**src/rtl/pa_hpcp_evt_cnt_bank_pkg.sv**
```systemverilog
// Shared definitions for the HPCP event counter bank: selector constants,
// selector legalisation and flattened-bus slicing helper.
`ifndef PA_HPCP_EVT_CNT_BANK_PKG_SV
`define PA_HPCP_EVT_CNT_BANK_PKG_SV

`define HPCP_SLICE(bus, idx, w) bus[(idx)*(w) +: (w)]

package pa_hpcp_evt_cnt_bank_pkg;

    localparam int unsigned SEL_NONE = 0;

    // Selector values naming a non-existent event line collapse to "no event".
    function automatic int unsigned hpcp_sel_legal(input int unsigned sel,
                                                   input int unsigned num_evt);
        return (sel >= num_evt) ? SEL_NONE : sel;
    endfunction

endpackage

`endif

```
**src/rtl/pa_hpcp_cnt_ch.sv**
```systemverilog
// Single HPCP counter channel: event selector, counter, increment logic and
// an optional sticky overflow flag (built only with PA_HPCP_OVF_INT_EN).
module pa_hpcp_cnt_ch
    import pa_hpcp_evt_cnt_bank_pkg::*;
#(
    parameter int unsigned EVT_W   = 5,
    parameter int unsigned NUM_EVT = 32,
    parameter int unsigned CNT_W   = 32
) (
    input  logic               cnt_clk,
    input  logic               cpurst_b,
    input  logic [CNT_W-1:0]   wdata,
    input  logic               sel_wen,
    input  logic               cnt_wen,
    input  logic [NUM_EVT-1:0] hpcp_event,
    input  logic               inh,
    input  logic               frz,
    output logic [EVT_W-1:0]   sel,
    output logic [CNT_W-1:0]   cnt,
    output logic               ovf
);

    logic [2**EVT_W-1:0] evt_ext;
    logic                inc;
    logic [EVT_W-1:0]    sel_new;

    // Zero-pad so every selector code indexes a defined bit.
    always_comb begin
        evt_ext                = '0;
        evt_ext[NUM_EVT-1:0]   = hpcp_event;
    end

    assign inc     = evt_ext[sel] & (sel != EVT_W'(SEL_NONE)) & ~inh & ~frz;
    assign sel_new = EVT_W'(hpcp_sel_legal(32'(wdata[EVT_W-1:0]), NUM_EVT));

    always_ff @(posedge cnt_clk or negedge cpurst_b) begin
        if (!cpurst_b) begin
            sel <= '0;
        end else if (sel_wen) begin
            sel <= sel_new;
        end
    end

    always_ff @(posedge cnt_clk or negedge cpurst_b) begin
        if (!cpurst_b) begin
            cnt <= '0;
        end else if (cnt_wen) begin
            cnt <= wdata;
        end else if (inc) begin
            cnt <= cnt + 1'b1;
        end
    end

`ifdef PA_HPCP_OVF_INT_EN
    always_ff @(posedge cnt_clk or negedge cpurst_b) begin
        if (!cpurst_b) begin
            ovf <= 1'b0;
        end else if (cnt_wen) begin
            ovf <= 1'b0;
        end else if (inc && (cnt == '1)) begin
            ovf <= 1'b1;
        end
    end
`else
    assign ovf = 1'b0;
`endif

endmodule

```
**src/rtl/pa_hpcp_evt_cnt_bank.sv**
```systemverilog
// Bank of NUM_CH HPCP counter channels sharing one event vector, plus the
// inhibit mask and overflow interrupt (PA_HPCP_OVF_INT_EN enables overflow).
module pa_hpcp_evt_cnt_bank
    import pa_hpcp_evt_cnt_bank_pkg::*;
#(
    parameter int unsigned NUM_CH  = 4,
    parameter int unsigned EVT_W   = 5,
    parameter int unsigned NUM_EVT = 32,
    parameter int unsigned CNT_W   = 32
) (
    input  logic                    cnt_clk,
    input  logic                    cpurst_b,
    input  logic [31:0]             hpcp_wdata,
    input  logic [NUM_CH-1:0]       hpcp_sel_wen,
    input  logic [NUM_CH-1:0]       hpcp_cnt_wen,
    input  logic                    hpcp_inh_wen,
    input  logic [NUM_EVT-1:0]      hpcp_event,
    input  logic                    cp0_hpcp_frz,
    output logic [NUM_CH*EVT_W-1:0] hpcp_sel_out,
    output logic [NUM_CH*CNT_W-1:0] hpcp_cnt_out,
    output logic [NUM_CH-1:0]       hpcp_inh_out,
    output logic [NUM_CH-1:0]       hpcp_ovf_out,
    output logic                    hpcp_ovf_int
);

    always_ff @(posedge cnt_clk or negedge cpurst_b) begin
        if (!cpurst_b) begin
            hpcp_inh_out <= '0;
        end else if (hpcp_inh_wen) begin
            hpcp_inh_out <= hpcp_wdata[NUM_CH-1:0];
        end
    end

    for (genvar i = 0; i < NUM_CH; i++) begin : g_ch
        pa_hpcp_cnt_ch #(
            .EVT_W   (EVT_W),
            .NUM_EVT (NUM_EVT),
            .CNT_W   (CNT_W)
        ) u_ch (
            .cnt_clk    (cnt_clk),
            .cpurst_b   (cpurst_b),
            .wdata      (hpcp_wdata[CNT_W-1:0]),
            .sel_wen    (hpcp_sel_wen[i]),
            .cnt_wen    (hpcp_cnt_wen[i]),
            .hpcp_event (hpcp_event),
            .inh        (hpcp_inh_out[i]),
            .frz        (cp0_hpcp_frz),
            .sel        (`HPCP_SLICE(hpcp_sel_out, i, EVT_W)),
            .cnt        (`HPCP_SLICE(hpcp_cnt_out, i, CNT_W)),
            .ovf        (hpcp_ovf_out[i])
        );
    end

`ifdef PA_HPCP_OVF_INT_EN
    assign hpcp_ovf_int = |hpcp_ovf_out;
`else
    assign hpcp_ovf_int = 1'b0;
`endif

endmodule
```
**config.mk**
```make
export PLATFORM = sky130hd
export DESIGN_NAME = pa_hpcp_evt_cnt_bank
export DESIGN_NICKNAME = d
export VERILOG_FILES = /design/src/rtl/pa_hpcp_evt_cnt_bank_pkg.sv /design/src/rtl/pa_hpcp_cnt_ch.sv /design/src/rtl/pa_hpcp_evt_cnt_bank.sv
export SDC_FILE = /design/constraint.sdc
export NUM_CORES = 1
export LEC_CHECK = 0
export CORE_MARGIN = 2
export CORE_UTILIZATION = 51
export CTS_CLUSTER_DIAMETER = 80
export CTS_CLUSTER_SIZE = 8
export DETAILED_ROUTE_END_ITERATION = 10
export HOLD_SLACK_MARGIN = 0.06
export PLACE_DENSITY_LB_ADDON = 0.1
export SLEW_MARGIN = 10
export SYNTH_ARGS = -nofsm -noshare
export SYNTH_HDL_FRONTEND = slang
export SYNTH_SLANG_ARGS = --single-unit
```
**constraint.sdc**
```tcl
create_clock -name cnt_clk -period 2.7 [get_ports cnt_clk]
set_input_delay 0.81 -clock cnt_clk [delete_from_list [all_inputs] [get_ports cnt_clk]]
set_output_delay 0.81 -clock cnt_clk [all_outputs]
set_load 0.01 [all_outputs]
```
* Yosys cells after proc, flatten, opt, wreduce, memory -nomap -nowiden
Cells that the tools add are included.
W data, S select, Z words.
** Cells by class
- Mux-type cells :: 16
- $lt $le $gt $ge :: 4
- Reductions and logical operators :: 8
- Add/sub/neg operators :: 4
- Bitwise logic cells :: 17
** Operators with widths (number)
- $mux W32 :: 8
- $add A32 B1 Y32 const B :: 4
- $lt A5 B6 Y1 const B :: 4
- $bmux W1 S5 :: 4
- $reduce_bool A5 Y1 :: 4
- $and A1 B1 Y1 :: 12
- $reduce_bool A2 Y1 :: 4
- $not A1 Y1 :: 5
- $mux W1 :: 4
** Word-level totals
- Bits of input ports :: 76
- Word-level logic and storage cells :: 58
- Flip-flop bits (word level) :: 152

* Longest topological paths before layout
Gate-level depths: netlist (run 1).
- Depth in word-level cells :: 7
- Gate-level depth with buffers :: 11
- Mapped depth without buffers :: 7

* By module
A second synthesis (run 1) with hierarchy kept.
** Unflattened totals
- Cells, all modules :: 1174
- Area, all modules :: 10141.0 um2
** Modules (own cells, without submodules)
- pa_hpcp_cnt_ch :: cells an instance 291, times used 4, area each 2496.1 um2, seq. area each 925.9 um2
- pa_hpcp_evt_cnt_bank :: cells an instance 10, times used 1, area each 156.4 um2, seq. area each 100.1 um2

* Worst setup path after synthesis (run 1)
No wires, ideal clock.
- Path kind :: input-to-reg
- From :: input cp0_hpcp_frz
- To :: register g_ch[1].u_ch.cnt[30]
- Data arrival time :: 2499 ps
- Data required time :: 2568 ps
- Path slack :: 69 ps
- Buffers on the path :: 4
- Stages on the path :: 11
- Library setup time :: 132 ps
- Path through :: clkbuf_1 > and4bb_2 > and3_1 > and2_1 > buf_4 > nor2b_1 > buf_2 > buf_2 > nand4_1 > xor2_1 > o21ai_1
** On the way
- Cells in the longest elaborated chain, start to end :: 3
** Ends and longest elaborated chain
- from (decl) :: line pa_hpcp_evt_cnt_bank.sv:18 : input logic cp0_hpcp_frz,
- $not A1 Y1 :: line pa_hpcp_cnt_ch.sv:33 : assign inc = evt_ext[sel] & (sel != EVT_W'(SEL_NONE)) & ~inh & ~frz;
- $and A1 B1 Y1 :: line pa_hpcp_cnt_ch.sv:33
- $reduce_bool A2 Y1 (no source line)
- to (signal assigned) :: line pa_hpcp_cnt_ch.sv:48 : cnt <= wdata;
- to (signal assigned) :: line pa_hpcp_cnt_ch.sv:50 : cnt <= cnt + 1'b1;
- to (decl) :: line pa_hpcp_cnt_ch.sv:19 : output logic [CNT_W-1:0] cnt,
No other way between the ends.
A chain may end at the register's enable or synchronous reset.

* Worst setup path in the final report (run 1)
- From :: input hpcp_event[29]
- To :: register g_ch[2].u_ch.cnt[21]
** On the way
- Cells in the longest elaborated chain, start to end :: 6
** Ends and longest elaborated chain
- from (decl) :: line pa_hpcp_evt_cnt_bank.sv:17 : input logic [NUM_EVT-1:0] hpcp_event,
- $bmux W1 S5 :: line pa_hpcp_cnt_ch.sv:33
- $mux W1 (implied by the code) :: line pa_hpcp_cnt_ch.sv:33
- $and A1 B1 Y1 (3 in a row) :: line pa_hpcp_cnt_ch.sv:33
- $reduce_bool A2 Y1 (no source line)
- to (signal assigned) :: line pa_hpcp_cnt_ch.sv:48
- to (signal assigned) :: line pa_hpcp_cnt_ch.sv:50
- to (decl) :: line pa_hpcp_cnt_ch.sv:19
No other way between the ends. The select of a mux whose other input is x is not followed.

==> results of run 1 <==
==> through the flow <==
step	hold WS [ps]	TNS, ps	instance area (um^2)
final	348	0	13000
after global routing	380	-167	13000
after CTS	362	0	13000
after detailed placement	544	-55870	12300
after global placement	543	-52460	12300
after floorplan	506	0	9540
==> worst max-delay path, stage by stage <==
cell and delay (ps):
dlygate4sd2_1 260, buf_4 150, mux4_2 480, mux2i_1 150, o22ai_1 90, a211o_1 330
buf_4 160, buf_12 130, nand4_1 90, xnor2_1 70, mux2_2 260
==> cell usage in the layout (no fill, tap or decap), types with 6 or more instances in the layout <==
master / instances
nand3_1: 36
a31oi_1: 16
nand4_2: 7
nand2_1: 113
a21oi_1: 9
and3_1: 32
mux2_2: 55
inv_1: 13
nor2_1: 36
nor2b_1: 6
mux2i_1: 17
xor2_1: 70
dlygate4sd2_1: 29
nor3_1: 13
dfrtp_1: 152
o21ai_1: 40
nand2b_1: 7
clkbuf_16: 18
xnor2_1: 38
o21ai_0: 55
o2111ai_1: 12
and4_1: 9
nor4_1: 9
buf_12: 7
buf_4: 60
mux4_2: 25
nand4_1: 32
or3_1: 14
o211ai_1: 7
and2_1: 8
clkdlybuf4s50_1: 193
==> sequential cells by signal, indices dropped and copies added, names as in the netlist <==
signal and flops:
hpcp_inh_out 4, g_ch.u_ch.sel 20, g_ch.u_ch.cnt 128
==> report_power, final <==
part	internal, mW	switching [mW]
clock network	1.15	0.942
registers	2.50	0.327
logic	1.06	0.908
total	4.71	2.18
==> Yosys cell counts, drive strengths merged (2+ instances only) <==
cell type,count,area (um^2)
inv,13,48.8
and2,8,50.1
nand2b,7,43.8
a211o,2,17.5
o21a,2,15.0
mux4,25,563
nor4b,4,47.6
o22ai,2,12.5
ha,4,50.1
o31a,2,17.5
nor2,39,149
or3,14,87.6
nand4,39,288
nor3,16,85.1
nand2,114,428
and3,32,200
dfrtp,152,3800
mux2i,17,170
o21ai,95,475
o2111ai,14,135
nand4b,3,26.3
or2,2,12.5
nand3,40,200
mux2,55,619
xnor2,38,333
clkbuf,41,154
nor4,17,121
xor2,70,613
nor2b,6,37.5
nor3b,6,45.0
o211ai,9,86.3
a22oi,2,20.0
a21oi,10,50.1
buf,36,245
and4,9,78.8
a31oi,17,113
==> cells by family (layout without fill, tap and decap cells) <==
family	Yosys count	in the layout	synth area share
other	1	6	0.000394
adders and majority gates	4	4	0.00526
muxes	97	97	0.142
and+or+nand+nor	359	359	0.203
xor gates and xnor gates	108	108	0.0994
DFF	152	152	0.400
buffers and inverters	90	342	0.0470
AOI/OAI and AO/OA	160	160	0.104
==> routing by layer <==
layer | routed length, um | up-vias | global-route usage | share of wire
met2 | 14600 | 433 | 0.490 | 0.47
met5 | 0 | - | 0 | 0
met4 | 982 | 0 | 0.119 | 0.031
met3 | 2440 | 60 | 0.0615 | 0.078
li1 | - | 3997 | - | -
met1 | 13200 | 4273 | 0.439 | 0.42
==> cell type report <==
class,count,area (um^2),area share
Antenna cell,1,2.50,0.000192
Clock buffer,20,437,0.0335
Clock inverter,9,57.6,0.00441
Inverter,13,48.8,0.00374
Multi-Input combinational cell,733,5440,0.417
Sequential cell,152,3800,0.292
Tap cell,229,287,0.0220
Timing Repair Buffer,300,2960,0.227
==> final timing paths <==
check	start	end	slack (ps)	depth (start not counted)
min	cpurst_b	g_ch[2].u_ch.cnt[27]$_DFFE_PN0P_	350	1
min in group cnt_clk	hpcp_inh_out[1]$_DFFE_PN0P_	hpcp_inh_out[1]$_DFFE_PN0P_	550	1
max reg2reg	g_ch[3].u_ch.sel[3]$_DFFE_PN0P_	g_ch[3].u_ch.cnt[26]$_DFFE_PN0P_	150	9
max	hpcp_event[29]	g_ch[2].u_ch.cnt[21]$_DFFE_PN0P_	20	11
min reg2reg	hpcp_inh_out[1]$_DFFE_PN0P_	hpcp_inh_out[1]$_DFFE_PN0P_	550	1
max in group asynchronous	cpurst_b	g_ch[1].u_ch.cnt[1]$_DFFE_PN0P_	1710	2
==> what timing repair did <==
item / in CTS / in global routing
gates resized for setup: 53 / 21
pin swaps: 7 / 6
hold buffers: 0 / 0
setup buffers: 1 / 1
cloned: 3 / 1
endpoints found under the setup margin: 56 / 42
endpoints found under the hold margin: 0 / 0
==> metrics, run 1 <==
status completed; DRT Pass-1 Iters 5; ANT nets after route 0; final hold vios 0; clk_lat worst skew about 430 ps; initial antenna violation count 1; Critical Path Sink Type flop; CTS clock-pin slew for the worst setup and hold paths ~60 ps; CTS tree built; Hold Path Class in -> async; DR WL/cell about 21 um; fin crit share 0.992; DR vias ~8,800; largest net degree at the start of global routing between 50 and 60; vias per inst around 6; DRC violations left 0; H-tree depth 4; Cell variety after synth 59; prevailing post-synth register cell dfrtp_1; Die Y between 100 and 150 um; DR iter-0 viols a little under 700; Clock Skew approximately 9.5 ps; syn avg cell area 9.80 um^2; CTS Buf Count 17; clock period minus worst slack between 2000 and 3000 ps; Pins Over Slew Limit 0; vias in the first global route 8,347; first-pass GRT wire length around 48,000 um; clk root buf clkbuf_16; VDD IR max 474 uV; Cells after DPL about 1,400; fill count between 1,000 and 1,500; cell leakage power roughly 5.3 nW; number of synthesized flops with an enable pin 0; Starting Density 0.525; die width between 100 and 150 um; post-route insts no fill ~1,500; die area 19,800 um^2; Total Power 6.88 mW; core area 18,100 um^2; WP data required between 3000 and 4000 ps; Mapped Cells 971; Setup CP Type in -> reg; CP startpoint kind primary input; Setup violations, final 0; RSZ-0062 raised after global routing yes; layout cell share with drive strength beyond 1 0.179; final wirelength roughly 31,000 um; total grt overflow 0; pwr dens 528 nW/um^2; Global Route Usage Sum 0.315; max_cap viols 0; FFs w/ async S/R, synth 1.00; Ports approximately 230; crit path max fanout 6; Worst Tran Pin Value roughly 670 ps; Ys Warns 0; fin nets roughly 1,300; CTS Buffer Depth 2; fin util 0.719; Placer Congestion between 0.9 and 1; sequential-to-total area share from yosys stat 0.400; fmax about 0.37 GHz; Max transition margin 0.548; row count 49; CP arrival 2990 ps; dpl hpwl 22,300 um; area grow syn2layout 37.0%; Yosys reg bits roughly 150; pre-CTS WS -606 ps; port bufs 227; Sink Count between 150 and 200; Final WS setup about 21 ps; Mapped Area 9520 um^2
No activity file was read; power rests on OpenSTA's default activity.
==> inputs of run 2 (changes only) <==
Settings changed: CAP_MARGIN from default to 20.
==> results of run 2 <==
No change in the layout: final DEF, timing and power equal those of run 1.
==> inputs of run 3 (changes only) <==
Settings changed: CORE_MARGIN 2 to 1.5, CTS_CLUSTER_DIAMETER 80 to 30, TNS_END_PERCENT from default to 50.
==> metrics, run 3 (synthesis gave the netlist of run 1 again) <==
fill count 1,370 (was 1,383); Clock Skew 12.8 ps (was 9.46 ps); die area 19,500 um^2 (was 19,800 um^2); fin crit share 0.973 (was 0.992); failing checks DRC; Starting Density 0.525 (unchanged); WP buf/inv 3 (was 4); worst-path cell chain dlygate4sd2_1 > mux4_2 > mux2i_1 > nor2_1 > nor4_4 > buf_6 > buf_12 > nor3_1 > xor2_1 > mux2_2 (was dlygate4sd2_1 > buf_4 > mux4_2 > mux2i_1 > o22ai_1 > a211o_1 > buf_4 > buf_12 > nand4_1 > xnor2_1 > mux2_2); reg2reg end g_ch[3].u_ch.cnt[28]$_DFFE_PN0P_ (was g_ch[3].u_ch.cnt[26]$_DFFE_PN0P_); Die Y 140 um (was 141 um); total grt overflow 0 (unchanged); largest net degree at the start of global routing 54 (unchanged); CTS Buffer Depth 2 (unchanged); ANT nets after route 0 (unchanged); fin util 0.723 (was 0.719); most frequent cells in the layout 193 x clkdlybuf4s50_1, 150 x dfrtp_1, 114 x nand2_1, 70 x xor2_1, 65 x o21ai_0 (was 193 x clkdlybuf4s50_1, 152 x dfrtp_1, 113 x nand2_1, 70 x xor2_1, 60 x buf_4); max_cap viols 0 (unchanged); pwr dens 543 nW/um^2 (was 528 nW/um^2); crit path max fanout 7 (was 6); post-route insts no fill 1,459 (was 1,457); Global Route Usage Sum 0.318 (was 0.315); vias per inst 6.02 (was 6.01); vias in the first global route 8,518 (was 8,347); clk_lat worst skew 430 ps (about the same); Hold Path Class in -> async (unchanged); Cells after DPL 1,425 (was 1,421); CP arrival 2940 ps (was 2990 ps); Worst Tran Pin Value 625 ps (was 673 ps); Post-CTS Hold Fix Bufs 0 (unchanged); area grow syn2layout 37.8% (was 37.0%); DR iter-0 viols 632 (was 673); combinational share of power 0.267 (was 0.285); fmax 0.381 GHz (was 0.373 GHz); Placer Congestion 0.908 (was 0.945); Net Sw Power 2.22 mW (was 2.18 mW); multi-input combinational cell area 5460 um^2 (was 5440 um^2); fin nets 1,298 (was 1,297); clock period minus worst slack 2630 ps (was 2680 ps); Max transition margin 0.583 (was 0.548); layout cell share with drive strength beyond 1 0.185 (was 0.179); Sw Ratio 0.312 (was 0.316); Top reg by flops g_ch.u_ch.cnt (unchanged); number of flip-flops in the largest register 128 (unchanged); clk root buf clkbuf_16 (unchanged); CTS Buf Count 17 (unchanged); Ports 233 (unchanged); CP delay by family, top multiplexers (unchanged); sequential power share 0.397 (was 0.411); commonest non-fill, non-tap cell in the layout clkdlybuf4s50_1 (unchanged); DRC violations left 19 (was 0); core area 18,100 um^2 (unchanged); CTS clock-pin slew for the worst setup and hold paths 70 ps (was 60 ps); initial antenna violation count 1 (unchanged); final hold vios 0 (unchanged); dpl hpwl 22,300 um (about the same); Pins Over Slew Limit 0 (unchanged); DP Area 12,300 um^2 (about the same); Sink Count 152 (unchanged); first-pass GRT wire length 47,400 um (was 47,700 um); WP data required 3020 ps (was 3010 ps); setup TNS 0 ps (unchanged); row count 49 (unchanged); port bufs 227 (unchanged); CP startpoint kind primary input (unchanged); DRT Pass-1 Iters 8 (was 5); DR vias 8,777 (was 8,763); Worst path max stage delay 500 ps (was 480 ps); P_int 4.90 mW (was 4.71 mW); H-tree depth 4 (unchanged); RSZ-0062 raised after global routing no (was yes); cell leakage power 5.35 nW (was 5.28 nW); DR WL/cell 21.1 um (was 21.4 um); die width 140 um (was 141 um); Finished Cell Area 13,100 um^2 (was 13,000 um^2); Largest regs g_ch.u_ch.cnt (128), g_ch.u_ch.sel (20), hpcp_inh_out (4) (unchanged); status complete, but fails checks (was completed); final wirelength 30,700 um (was 31,200 um); Setup violations, final 0 (unchanged); FF-to-FF Start g_ch[3].u_ch.sel[0]$_DFFE_PN0P_ (was g_ch[3].u_ch.sel[3]$_DFFE_PN0P_); Antenna Cells 0 (was 1); CTS tree built (unchanged); Critical Path Sink Type flop (unchanged); clock share of power 0.336 (was 0.304); flop-to-flop setup slack 150 ps (about the same); master of the slowest instance on the critical path mux4_2 (unchanged); VDD IR max 453 uV (was 474 uV); Setup CP Type in -> reg (unchanged); storage element area 3810 um^2 (was 3800 um^2); Reg2Reg Depth 9 (unchanged)
-- run 3: routing by layer --
metal,track usage,wire length [um],vias up
met5,0,0,-
met4,0.111,928,0
met3,0.0791,2900,65
met2,0.493,14100,413
met1,0.435,12800,4289
li1,-,-,4010
-- run 3: area by class of cell --
cell class | count | share of cell area
multi-input combinational | 733 | 0.416
timing repair buffer | 301 | 0.224
clock inverter | 12 | 0.0108
clock buffer | 19 | 0.0338
inverter | 13 | 0.00372
tap | 229 | 0.0218
sequential | 152 | 0.290
-- run 3: through the flow --
stage | hold WS (ps) | total power, mW | setup slack (ps)
finish | 329 | 7.12 | 73.0
global route | 360 | 7.41 | 0.808
detailed placement | 524 | 4.68 | -637
global placement | 526 | 4.65 | -621
floorplan | 506 | 3.68 | 68.6
CTS | 342 | 7.10 | -5.71
-- run 3: power by group through the flow --
stage	Clock, mW	Sequential (mW)	Combinational (mW)
floorplan	0	2.85	0.826
global placement	0	2.85	1.80
detailed placement	0	2.85	1.83
CTS	2.40	2.82	1.88
global route	2.51	2.86	2.03
finish	2.39	2.83	1.90
-- run 3: worst max path at each step --
stage                     depth (start not counted)                          endpoint            from
after floorplan                                  11  g_ch[1].u_ch.cnt[30]$_DFFE_PN0P_    cp0_hpcp_frz
after global placement                            9  g_ch[3].u_ch.cnt[12]$_DFFE_PN0P_  hpcp_event[31]
after detailed placement                          9  g_ch[3].u_ch.cnt[26]$_DFFE_PN0P_  hpcp_event[31]
after CTS                                        11  g_ch[3].u_ch.cnt[18]$_DFFE_PN0P_  hpcp_event[12]
after global routing                              9  g_ch[0].u_ch.cnt[10]$_DFFE_PN0P_   hpcp_event[3]
final                                            10  g_ch[3].u_ch.cnt[28]$_DFFE_PN0P_   hpcp_event[5]
-- run 3: what timing repair did --
item / CTS / global route
resized for setup: 45 / 22
cloned: 2 / 0
buffers inserted: 1 / 0
pin swaps: 4 / 3
endpoints found under the setup margin: 75 / 75
